<file path="config.mk">
export PLATFORM = sky130hd
export DESIGN_NAME = uart_frame_loader_flat
export DESIGN_NICKNAME = d
export VERILOG_FILES = /design/src/rtl/uart_frame_loader_if.sv /design/src/rtl/uart_frame_loader.sv /design/src/flat_wrapper.sv
export SDC_FILE = /design/constraint.sdc
export NUM_CORES = 1
export LEC_CHECK = 0
export BUFFER_PORTS_ARGS = -buffer_cell sky130_fd_sc_hd__buf_4
export CORE_MARGIN = 2
export CORE_UTILIZATION = 45
export CTS_CLUSTER_SIZE = 8
export DETAILED_ROUTE_END_ITERATION = 16
export PLACE_DENSITY = 0.74
export SLEW_MARGIN = 40
export SYNTH_ARGS = -nofsm -noshare
export SYNTH_HDL_FRONTEND = slang
export SYNTH_SLANG_ARGS = --single-unit
</file>
<file path="constraint.sdc">
create_clock -name CLK -period 1.9 [get_ports CLK]
set_input_delay 0.38 -clock CLK [delete_from_list [all_inputs] [get_ports CLK]]
set_output_delay 0.38 -clock CLK [all_outputs]
set_load 0.1 [all_outputs]
</file>
<file path="src/rtl/uart_frame_loader_if.sv">
// rtl/uart_frame_loader_if.sv - received-byte stream in, RAM write port out
interface uart_frame_loader_if #(
   parameter int ADDR_W = 8
);
   logic [7:0]        rx_data;
   logic              rx_valid;
   logic              ram_we;
   logic [ADDR_W-1:0] ram_addr;
   logic [7:0]        ram_wdata;

   modport master (
      output rx_data,
      output rx_valid,
      input  ram_we,
      input  ram_addr,
      input  ram_wdata
   );

   modport slave (
      input  rx_data,
      input  rx_valid,
      output ram_we,
      output ram_addr,
      output ram_wdata
   );
endinterface

</file>
<file path="src/rtl/uart_frame_loader.sv">
// rtl/uart_frame_loader.sv - parses SYNC/ADDR/LEN/DATA/CSUM frames into RAM writes
module uart_frame_loader #(
   parameter int ADDR_W  = 8,
   parameter int TIMEOUT = 1200000
) (
   input  logic                CLK,
   input  logic                reset_n,
   uart_frame_loader_if.slave  bus,
   output logic                frame_done,
   output logic                frame_err,
   output logic [7:0]          err_count,
   output logic [7:0]          leds
);
   localparam int CNT_W = $clog2(TIMEOUT + 1);
   localparam logic [CNT_W-1:0] TMO_LAST = CNT_W'(TIMEOUT - 1);
   localparam logic [7:0] SYNC = 8'hA5;

   typedef enum logic [2:0] {
      IDLE,
      GET_ADDR,
      GET_LEN,
      GET_DATA,
      GET_CSUM
   } state_t;

   state_t            state_q;
   logic [ADDR_W-1:0] ptr_q;
   logic [7:0]        rem_q;
   logic [7:0]        sum_q;
   logic [CNT_W-1:0]  tmo_q;
   logic              ram_we_q;
   logic [ADDR_W-1:0] ram_addr_q;
   logic [7:0]        ram_wdata_q;
   logic              done_q;
   logic              err_q;
   logic [7:0]        err_cnt_q;
   logic [7:0]        leds_q;

   always_ff @(posedge CLK or negedge reset_n) begin
      if (!reset_n) begin
         state_q     <= IDLE;
         ptr_q       <= '0;
         rem_q       <= '0;
         sum_q       <= '0;
         tmo_q       <= '0;
         ram_we_q    <= 1'b0;
         ram_addr_q  <= '0;
         ram_wdata_q <= '0;
         done_q      <= 1'b0;
         err_q       <= 1'b0;
         err_cnt_q   <= '0;
         leds_q      <= '0;
      end else begin
         ram_we_q <= 1'b0;
         done_q   <= 1'b0;
         err_q    <= 1'b0;

         if (err_q && err_cnt_q != 8'hFF)
            err_cnt_q <= err_cnt_q + 8'd1;

         // An arriving byte always beats an expiring inter-byte timer
         if (state_q == IDLE || bus.rx_valid) begin
            tmo_q <= '0;
         end else if (tmo_q == TMO_LAST) begin
            tmo_q   <= '0;
            err_q   <= 1'b1;
            state_q <= IDLE;
         end else begin
            tmo_q <= tmo_q + CNT_W'(1);
         end

         if (bus.rx_valid) begin
            case (state_q)
               IDLE: begin
                  if (bus.rx_data == SYNC)
                     state_q <= GET_ADDR;
               end
               GET_ADDR: begin
                  ptr_q   <= ADDR_W'(bus.rx_data);
                  sum_q   <= bus.rx_data;
                  state_q <= GET_LEN;
               end
               GET_LEN: begin
                  if (bus.rx_data == 8'h00) begin
                     err_q   <= 1'b1;
                     state_q <= IDLE;
                  end else begin
                     rem_q   <= bus.rx_data;
                     sum_q   <= sum_q + bus.rx_data;
                     state_q <= GET_DATA;
                  end
               end
               GET_DATA: begin
                  ram_we_q    <= 1'b1;
                  ram_addr_q  <= ptr_q;
                  ram_wdata_q <= bus.rx_data;
                  leds_q      <= bus.rx_data;
                  ptr_q       <= ptr_q + ADDR_W'(1);
                  rem_q       <= rem_q - 8'd1;
                  sum_q       <= sum_q + bus.rx_data;
                  if (rem_q == 8'd1)
                     state_q <= GET_CSUM;
               end
               GET_CSUM: begin
                  if (bus.rx_data == sum_q)
                     done_q <= 1'b1;
                  else
                     err_q <= 1'b1;
                  state_q <= IDLE;
               end
               default: state_q <= IDLE;
            endcase
         end
      end
   end

   assign bus.ram_we    = ram_we_q;
   assign bus.ram_addr  = ram_addr_q;
   assign bus.ram_wdata = ram_wdata_q;
   assign frame_done    = done_q;
   assign frame_err     = err_q;
   assign err_count     = err_cnt_q;
   assign leds          = leds_q;
endmodule

</file>
<file path="src/flat_wrapper.sv">
// flat-port wrapper written by rule: the top's interface ports become plain ports
module uart_frame_loader_flat 
#(
   parameter int ADDR_W  = 8,
   parameter int TIMEOUT = 1200000
)
  (CLK, reset_n, frame_done, frame_err, err_count, leds, bus_rx_data, bus_rx_valid, bus_ram_we, bus_ram_addr, bus_ram_wdata);
  uart_frame_loader_if #(.ADDR_W(ADDR_W)) bus_i ();
  input  logic CLK;
  input  logic reset_n;
  output logic frame_done;
  output logic frame_err;
  output logic [7:0] err_count;
  output logic [7:0] leds;
  input wire logic [$bits(bus_i.rx_data)-1:0] bus_rx_data;
  input wire logic [$bits(bus_i.rx_valid)-1:0] bus_rx_valid;
  output wire logic [$bits(bus_i.ram_we)-1:0] bus_ram_we;
  output wire logic [$bits(bus_i.ram_addr)-1:0] bus_ram_addr;
  output wire logic [$bits(bus_i.ram_wdata)-1:0] bus_ram_wdata;
  assign bus_i.rx_data = bus_rx_data;
  assign bus_i.rx_valid = bus_rx_valid;
  assign bus_ram_we = bus_i.ram_we;
  assign bus_ram_addr = bus_i.ram_addr;
  assign bus_ram_wdata = bus_i.ram_wdata;
  uart_frame_loader #(.ADDR_W(ADDR_W), .TIMEOUT(TIMEOUT)) u_core (.CLK(CLK), .reset_n(reset_n), .bus(bus_i), .frame_done(frame_done), .frame_err(frame_err), .err_count(err_count), .leds(leds));
endmodule
</file>
==> key figures, run 1 <==
Drt
  – Antenna Nets Post-Route: 0
  – DR iter-0 viols: 130
  – DRC viols: 0
  – Total length of routed wires: 9.40 mm
  – Via/cell ratio: roughly 5.5
  – Via Count: between 3k and 4k
  – DR pass1 iterations: 4
  – Detail-routed net length per standard cell: approximately 15 um

Floorplan
  – Die area: between 0.009 and 0.01 sq mm
  – Initial Util: between 40% and 50%
  – Core Region: 0.00872 sq mm
  – Vert. Die Dim: 98.8 um
  – Die W: around 99 um
  – Site row count: 34
  – Io pins: 46

Finish
  – Layout cells sized above 1: a little over a third
  – Post-Layout Cell Count: between 600 and 700
  – Most frequent cells in the layout: buf_4 (93), dfrtp_1 (67), nor2_1 (35)
  – N_diodes: 0
  – NumNets Final: 525
  – Most common cell after layout, fill and taps aside: buf_4
  – Final Core Density: roughly three fifths
  – Final Cell Area: ~0.0052 sq mm
  – Area grow syn2layout: 28.9%

Synthesis
  – Syn_area_per_cell: 9.81 sq um
  – Mapped Cells: approximately 410
  – Post-synth net total: 436
  – Sequential share of the synthesized area: ~46%
  – Number of flops mapped to enable cells by yosys: 0
  – Mapped Area: 0.00404 sq mm
  – Warnings, synthesis: 0
  – Post-synth cell types: 56
  – Yosys reg bits: 75
  – Async SR Flop Fraction: 100%
  – Dominant synthesized flop cell: dfrtp_1

Critical path
  – R2R Setup Slk: -200 ps
  – Worst r2r src: u_core.tmo_q[7]
  – Critical Path RT: about 2100 ps
  – Worst Setup Start Kind: flip-flop
  – R2R Path End: u_core.tmo_q[5]
  – Crit. End Element: flip-flop
  – Crit path DAT: about 2300 ps
  – Worst-path maximum fanout: 5
  – Worst setup startpoint: u_core.tmo_q[7]
  – Worst Reg-to-Reg Cells: 7
  – WS Path Type: reg -> reg

Placement
  – DP Cell Count: approximately 590
  – Number of buffer cells added on primary ports: between 40 and 50
  – Placed wire-length estimate: between 6 and 7 mm
  – Post-placement cell area: approximately 0.0048 sq mm
  – GPL Wtd Cong: between 0.8 and 0.9

Clock tree
  – Number of clock sinks: 75
  – Clock root buffer master: clkbuf_8
  – CTS Buf Count: 9
  – Clock transition at path regs: about 90 ps
  – Clock latency at the later pin of the worst-skew pair: between 300 and 400 ps
  – Clock buffer depth: 2
  – H-tree depth: 3
  – CTS tree: built

Power and ir drop
  – Logic gate share of total power: between 50 and 60%
  – Pwr dens: 1650 mW/mm^2
  – Sequential Power Share: 28.9%
  – Sw power: 4.35 mW
  – Leakage: about 2.4 nW
  – Worst vdd ir: ~1900 uV
  – Switch share: between 50% and 60%
  – Power share of the clock group: ~14%
  – Internal: between 4 and 5 mW

STA
  – Final Cycle Share: 111%
  – Min cycle time layout: 2100 ps
  – Fmax: 0.476 GHz
  – Final hold vios: 0
  – Setup total negative slack: -4350 ps
  – Setup ws final: -203 ps
  – RSZ-0062 raised after global routing: yes
  – Relative slew slack: around 67%
  – Slew Viols, Final: 0
  – Worst Max-Slew Pin Slew: between 400 and 500 ps
  – Worst clock skew: 16.7 ps
  – Setup Viol. Count Final: 26

Job
  – Max-cap violations: 0

Global route
  – Initial antenna violation count: 0
  – Vias in the first global route: roughly 3.3k
  – GRT Total Usage: about a fifth
  – First-pass GRT wire length: 15.4 mm
  – Total congestion overflow: 0
  – Largest net degree at the start of global routing: 39

Worst hold path
  – WHS Endpoint: u_core.sum_q[5]
  – Hold Crit Start: bus_rx_data[5]
  – Hold depth: 3
  – HP Class: in -> reg

Run status
  – Violated checks: setup timing
  – Status: complete, but fails checks
[worst max-delay path by stage]
stage / endpoint / slack, ps / cells after the start
floorplan: u_core.state_q[1] / -30 / 6
global placement: u_core.sum_q[6] / -220 / 10
detailed placement: u_core.sum_q[6] / -290 / 10
CTS: u_core.tmo_q[7] / -160 / 7
global route: u_core.tmo_q[5] / -290 / 7
finish: u_core.tmo_q[5] / -200 / 7
[critical path, stage by stage, from the launching register on]
cell	delay, ps
dfrtp_1	380
or4b_1	520
or4_4	440
nor4_4	200
nor2_2	110
nand2_4	140
clkbuf_16	170
nor2_1	30
[state kept, by name, summed over array words and instances (netlist names)]
name / cells
u_core.tmo_q: 21
u_core.bus.ram_addr: 8
u_core.err_count: 8
u_core.leds: 8
u_core.ptr_q: 8
u_core.rem_q: 8
u_core.sum_q: 8
u_core.state_q: 3
u_core.bus.ram_we: 1
u_core.frame_done: 1
u_core.frame_err: 1
[Yosys cell counts (all sizes together) (4+ instances only)]
cell / number / share of area [%]
and3: 13 / 2.0
a31oi: 4 / 0.62
a21oi: 27 / 3.3
a21o: 4 / 0.74
o22ai: 7 / 1.1
clkbuf: 6 / 0.80
nand2b: 4 / 0.80
nand4: 10 / 1.5
mux2i: 4 / 0.99
nand2: 35 / 3.4
o21ai: 24 / 3.0
mux2: 19 / 5.3
nand3b: 4 / 0.74
dfrtp: 75 / 46
inv: 9 / 0.84
nor3: 9 / 1.1
buf: 17 / 2.9
nor2: 50 / 4.7
nand3: 13 / 1.6
ha: 12 / 3.7
nor2b: 4 / 0.62
xnor2: 16 / 3.5
xor2: 13 / 2.8
[final cells by class]
cell class,count,area (sq um)
clock buffers,10,128
clock inverters,5,56.3
fillers,709,3510
inverters,9,33.8
multi-input cells,305,2120
flip-flops and latches,75,1890
well taps,108,135
repair buffers,101,850
[repair_timing]
item | CTS | global route
endpoints found under the hold margin | 16 | 0
setup buffers | 0 | 6
cloned | 0 | 2
endpoints found under the setup margin | 27 | 49
pin swaps | 1 | 11
hold buffers | 1 | 0
resized for setup | 8 | 28
[metal layers]
layer  track usage (%)  routed length (um)  up-vias
li1                  -                   -     1624
met1              24.1                4090     1655
met2              33.5                4790       64
met3              4.26                 308       22
met4              6.74                 208        0
met5                 0                   0        -
[metrics by stage]
stage	hold WS (ps)	worst slack, ps	power [mW]
floorplan	84.4	-32.7	6.11
global placement	376	-217	7.04
detailed placement	380	-289	7.15
CTS	373	-160	8.40
global route	425	-285	9.08
finish	377	-203	8.61
[cells by family (layout without fill, tap and decap cells)]
family	after synthesis	after routing	share of synthesized area, %
multiplexers	23	23	6.28
XOR/XNOR	29	29	6.28
AND/OR/NAND/NOR	159	159	20.3
flip-flops	75	75	46.4
adder cells (fa/ha/maj)	13	13	4.21
buffers and inverters	32	125	4.58
AO/OA/AOI/OAI	81	81	11.9
[power groups by stage]
stage / clock (mW) / sequential (mW) / combinational (mW)
finish: 1.19 / 2.49 / 4.93
global route: 1.29 / 2.55 / 5.24
CTS: 1.22 / 2.47 / 4.71
detailed placement: 0 / 2.49 / 4.66
global placement: 0 / 2.46 / 4.58
floorplan: 0 / 3.68 / 2.43
(Power assumes the default switching activity.)
==> inputs of run 2 (changes only) <==
Settings changed: CORE_MARGIN 2 to unset, SKIP_CTS_REPAIR_TIMING set to 1.
==> key figures, run 2 (synthesis results as in run 1) <==
Finish
  – Max reg flops: 21 (unchanged)
  – Area grow syn2layout: 29.7%
  – Most common cell after layout, fill and taps aside: buf_4
  – Most frequent cells in the layout: buf_4 (91), dfrtp_1 (67), nand2_1 (31)
  – N_diodes: 0 (unchanged)
  – Final Core Density: 60.1% (+0.36 points)
  – Layout cells sized above 1: 37.8% (+1.1 points)
  – Biggest register: u_core.tmo_q
  – Post-Layout Cell Count: 611 (-0.33%)
  – Final Cell Area: 0.00524 sq mm (+0.60%)
  – NumNets Final: 522 (-0.57%)

Power and ir drop
  – Pwr dens: 1680 mW/mm^2 (+1.6%)
  – Leakage: 2.38 nW (+0.21%)
  – Total power: 8.80 mW (+2.2%)
  – Worst vdd ir: 1570 uV (-18%)

STA
  – Final hold vios: 5 (+5)
  – Min cycle time layout: 2120 ps (+17.8 ps)
  – Relative slew slack: 66.1% (-0.56 points)
  – Worst Max-Slew Pin Slew: 509 ps (+12.9 ps)
  – Setup ws final: -220 ps (-17.8 ps)
  – Worst clock skew: 11.8 ps (-4.88 ps)
  – Final Cycle Share: 112% (+0.94 points)
  – Slew Viols, Final: 0 (unchanged)
  – Setup Viol. Count Final: 27 (+3.8%)
  – RSZ-0062 raised after global routing: yes
  – Fmax: 0.472 GHz (-0.84%)
  – Worst hold margin: -4.34 ps (-381 ps)

Global route
  – Vias in the first global route: 3152 (-5.3%)
  – GRT Total Usage: 19.6% (+0.22 points)
  – Initial antenna violation count: 0 (unchanged)
  – First-pass GRT wire length: 14.9 mm (-3.6%)
  – Total congestion overflow: 0 (unchanged)
  – Largest net degree at the start of global routing: 38 (-2.6%)

Placement
  – DP Cell Count: 590 (+0.17%)
  – GPL Wtd Cong: 0.847 (+0.50%)
  – Post-placement cell area: 0.00483 sq mm (+0.42%)
  – Placed wire-length estimate: 6.45 mm (-2.8%)
  – Number of buffer cells added on primary ports: 45 (unchanged)

Critical path
  – R2R Setup Slk: -220 ps (-20 ps)
  – Worst-path maximum fanout: 3 (-2)
  – Crit path DAT: 2350 ps (about the same)
  – Worst Setup Start Kind: flip-flop
  – Critical Path RT: 2130 ps (about the same)
  – R2R Path End: u_core.state_q[1]
  – Worst r2r src: u_core.tmo_q[7]
  – Worst Reg-to-Reg Cells: 6 (-1)
  – WS Path Type: reg -> reg
  – Crit. End Element: flip-flop

Floorplan
  – Vert. Die Dim: 96.8 um (-2.0%)
  – Initial Util: 46.4% (unchanged)
  – Site row count: 34 (unchanged)
  – Io pins: 46 (unchanged)
  – Die W: 96.8 um (-2.0%)
  – Core Region: 0.00872 sq mm (unchanged)
  – Die area: 0.00937 sq mm (-4.0%)

Drt
  – Via/cell ratio: 5.44 (-0.84%)
  – Total length of routed wires: 9.28 mm (-1.2%)
  – DRC viols: 0 (unchanged)
  – Antenna Nets Post-Route: 0 (unchanged)
  – DR pass1 iterations: 4 (unchanged)
  – DR iter-0 viols: 102 (-22%)
  – Detail-routed net length per standard cell: 15.2 um (-0.92%)
  – Via Count: 3326 (-1.2%)

Job
  – Max-cap violations: 0 (unchanged)

Clock tree
  – H-tree depth: 3 (unchanged)
  – CTS Buf Count: 9 (unchanged)
  – Clock latency at the later pin of the worst-skew pair: 360 ps (about the same)
  – Number of clock sinks: 75 (unchanged)
  – Clock transition at path regs: 90 ps (about the same)
  – CTS tree: built
  – Clock buffer depth: 2 (unchanged)
  – Clock root buffer master: clkbuf_8

Run status
  – Status: complete, but fails checks
  – Violated checks: hold timing, setup timing

Worst hold path
  – HP Class: in -> async
## run 2: cell count changes in the layout (fill, tap and decap cells not counted), sizes merged
cell         delta
bufinv          +1
clkbuf          -1
buf             -2
dlygate4sd3     -1
clkinvlp        -1
inv             +2
## run 2: worst max-delay path by stage
stage,startpoint,endpoint,slack [ps],depth (start not counted)
finish,u_core.tmo_q[7],u_core.state_q[1],-220,6
global route,u_core.tmo_q[7],u_core.state_q[1],-290,6
floorplan,u_core.tmo_q[7],u_core.state_q[1],-30,6
detailed placement,bus_rx_data[0],u_core.sum_q[6],-280,10
CTS,u_core.tmo_q[7],u_core.state_q[1],-200,6
global placement,bus_rx_data[0],u_core.sum_q[6],-210,10
## run 2: area by class of cell
class,instances,area [sq um]
Sequential cell,75,1890
Multi-Input combinational cell,305,2130
Clock inverter,7,100
Timing Repair Buffer,98,833
Clock buffer,9,124
Inverter,9,33.8
Tap cell,108,135
Fill cell,717,3480
## run 2: routing by layer
layer,vias to the layer above,GRT usage [%],wire [um]
met5,-,0,0
met4,0,5.40,93
met3,12,4.84,300
met2,54,32.8,4810
met1,1640,25.5,4080
li1,1620,-,-
## run 2: critical path, stage by stage (launching register included)
cell,delay (ps)
dfrtp_1,400
or4b_1,510
or4_4,430
nor4_4,210
nand3b_1,200
a21oi_2,190
o21ai_1,70
## run 2: metrics by stage
step | setup slack (ps) | setup TNS (ps) | hold WS (ps)
finish | -220 | -4500 | -4.34
global route | -292 | -6270 | 12.4
CTS | -198 | -4660 | -0.929
detailed placement | -277 | -5130 | 389
global placement | -211 | -3350 | 374
floorplan | -32.7 | -461 | 84.4
## run 2: power breakdown
group / leakage (nW) / switching [mW] / internal, mW / total (mW)
logic: 1.32 / 3.33 / 1.60 / 4.93
clock network: 0.114 / 0.637 / 0.751 / 1.39
registers: 0.944 / 0.428 / 2.06 / 2.49
==> inputs of run 3 (changes only) <==
--- a/config.mk
+++ b/config.mk
@@ -11,3 +11,3 @@
 export DETAILED_ROUTE_END_ITERATION = 16
-export PLACE_DENSITY = 0.74
+export PLACE_DENSITY = 0.72
 export SKIP_CTS_REPAIR_TIMING = 1
==> constraint.sdc (replaced) <==
create_clock -name CLK -period 2.4 [get_ports CLK]
set_input_delay 0.48 -clock CLK [delete_from_list [all_inputs] [get_ports CLK]]
set_output_delay 0.48 -clock CLK [all_outputs]
set_load 0.01 [all_outputs]
==> key figures, run 3 (synthesis results as in run 1) <==
Placement
  – DP Cell Count: 551 (-6.6%)
  – GPL Wtd Cong: 0.831 (-1.9%)
  – Number of buffer cells added on primary ports: 45 (unchanged)
  – Post-placement cell area: 0.00444 sq mm (-7.9%)
  – Placed wire-length estimate: 5.95 mm (-7.7%)

Global route
  – Total congestion overflow: 0 (unchanged)
  – GRT Total Usage: 18.8% (-0.81 points)
  – Initial antenna violation count: 0 (unchanged)
  – Largest net degree at the start of global routing: 45 (+18%)
  – Vias in the first global route: 2998 (-4.9%)
  – First-pass GRT wire length: 14.3 mm (-3.7%)

Critical path
  – WS Path Type: reg -> reg
  – Crit. End Element: flip-flop
  – Crit path DAT: 2460 ps (+110 ps)
  – Critical Path RT: 2620 ps (+490 ps)
  – Worst-path maximum fanout: 20 (+17)
  – Worst Setup Start Kind: flip-flop

Drt
  – Via Count: 3095 (-6.9%)
  – Antenna Nets Post-Route: 0 (unchanged)
  – Total length of routed wires: 8.34 mm (-10%)
  – DR iter-0 viols: 115 (+13%)
  – Detail-routed net length per standard cell: 14.7 um (-3.2%)
  – Via/cell ratio: 5.46 (+0.28%)
  – DR pass1 iterations: 5 (+1)
  – DRC viols: 0 (unchanged)

Worst hold path
  – HP Class: in -> async

Floorplan
  – Site row count: 34 (unchanged)
  – Die area: 0.00937 sq mm (unchanged)
  – Initial Util: 46.4% (unchanged)
  – Vert. Die Dim: 96.8 um (unchanged)
  – Io pins: 46 (unchanged)
  – Die W: 96.8 um (unchanged)
  – Core Region: 0.00872 sq mm (unchanged)

Clock tree
  – Number of clock sinks: 75 (unchanged)
  – Clock buffer depth: 2 (unchanged)
  – Clock latency at the later pin of the worst-skew pair: 350 ps (about the same)
  – Clock transition at path regs: 80 ps (about the same)
  – CTS tree: built
  – H-tree depth: 3 (unchanged)
  – CTS Buf Count: 9 (unchanged)
  – Clock root buffer master: clkbuf_8

Finish
  – Final Cell Area: 0.00472 sq mm (-10%)
  – Most common cell after layout, fill and taps aside: dfrtp_1
  – Most frequent cells in the layout: dfrtp_1 (75), buf_4 (53), nor2_1 (49)
  – NumNets Final: 478 (-8.4%)
  – Fill cells: 794 (+11%)
  – Max reg flops: 21 (unchanged)
  – N_diodes: 0 (unchanged)
  – Layout cells sized above 1: 22.4% (-15 points)
  – Area grow syn2layout: 16.7%
  – Post-Layout Cell Count: 567 (-7.2%)
  – Biggest register: u_core.tmo_q

STA
  – RSZ-0062 raised after global routing: no
  – Worst clock skew: 8.16 ps (-3.65 ps)
  – Setup total negative slack: 0 ps (+4500 ps)
  – Fmax: 0.446 GHz (-5.4%)
  – Setup Viol. Count Final: 0 (-100%)
  – Final Cycle Share: 93.4% (-18 points)
  – Min cycle time layout: 2240 ps (+120 ps)
  – Worst Max-Slew Pin Slew: 669 ps (+160 ps)
  – Final hold vios: 0 (-5)
  – Relative slew slack: 55.2% (-11 points)
  – Slew Viols, Final: 0 (unchanged)

Power and ir drop
  – Leakage: 2.16 nW (-9.3%)
  – Pwr dens: 1110 mW/mm^2 (-34%)
  – Sequential Power Share: 37.4% (+9.1 points)
  – Logic gate share of total power: 37.8% (-18 points)
  – Worst vdd ir: 541 uV (-66%)
  – Switch share: 35.3% (-15 points)
  – Internal: 3.39 mW (-23%)
  – Total power: 5.25 mW (-40%)
  – Power share of the clock group: 24.8% (+9.0 points)
  – Sw power: 1.85 mW (-58%)

Job
  – Max-cap violations: 0 (unchanged)

Run status
  – Status: complete, no violations
[run 3: cell count changes in the layout (fill, tap and decap cells not counted), moves of 3 or more]
cell,previous run,this run
a21oi_1,24,27
a21oi_2,3,0
buf_12,5,1
buf_4,91,53
dfrtp_1,67,75
dfrtp_2,8,0
ha_1,9,12
nor2_1,30,49
nor2_2,19,1
[run 3: path summary, 6_finish.rpt]
| kind | endpoint | startpoint | slack [ps] | cells after the start |
|---|---|---|---|---|
| hold / removal | u_core.tmo_q[9] | reset_n | 120 | 1 |
| hold reg to reg | u_core.tmo_q[0] | u_core.tmo_q[0] | 490 | 1 |
| min in group CLK | u_core.leds[3] | bus_rx_data[3] | 420 | 2 |
| setup reg to reg | u_core.tmo_q[14] | u_core.tmo_q[7] | 160 | 6 |
| setup / recovery | u_core.tmo_q[14] | u_core.tmo_q[7] | 160 | 6 |
| max in group asynchronous | u_core.state_q[1] | reset_n | 1670 | 2 |
[run 3: metal layers]
metal  part of all wire [%]  vias up  wire length, um  global-route usage, %
li1                       -     1524                -                      -
met1                     48     1499             4020                   25.9
met2                     48       64             3990                   30.6
met3                    3.2        8              267                   3.76
met4                   0.78        0               65                   4.71
met5                      0        -                0                      0
[run 3: critical path, cell delays in order (launching register included)]
cell and delay (ps):
dfrtp_1 410, or4b_1 520, or4_4 440, nor4_4 230
nor2_2 100, nand2_2 310, nor2_1 100
[run 3: power by group through the flow]
stage                     Clock, mW  Sequential (mW)  Combinational (mW)
after floorplan                   0             1.96                1.42
after global placement            0             1.97                1.96
after detailed placement          0             1.98                1.99
after CTS                      1.33             1.96                2.00
after global routing           1.38             2.02                2.22
final                          1.30             1.96                1.98
[run 3: through the flow]
stage          utilization [%]  hold WS [ps]  setup slack (ps)
2_1_floorplan                -           184               303
3_3_place_gp              51.0           471               133
3_5_place_dp              51.0           475              87.5
4_1_cts                   54.1           143               140
5_1_grt                   54.1           166              9.44
6_report                  54.1           122               160
[run 3: area by class of cell]
cell class | instances | area [sq um] | share of cell area [%]
clock buffers | 9 | 124 | 2.63
clock inverters | 7 | 148 | 3.13
inverters | 9 | 33.8 | 0.716
multi-input cells | 305 | 1980 | 42.0
flip-flops and latches | 75 | 1880 | 39.8
well taps | 108 | 135 | 2.87
repair buffers | 54 | 418 | 8.86
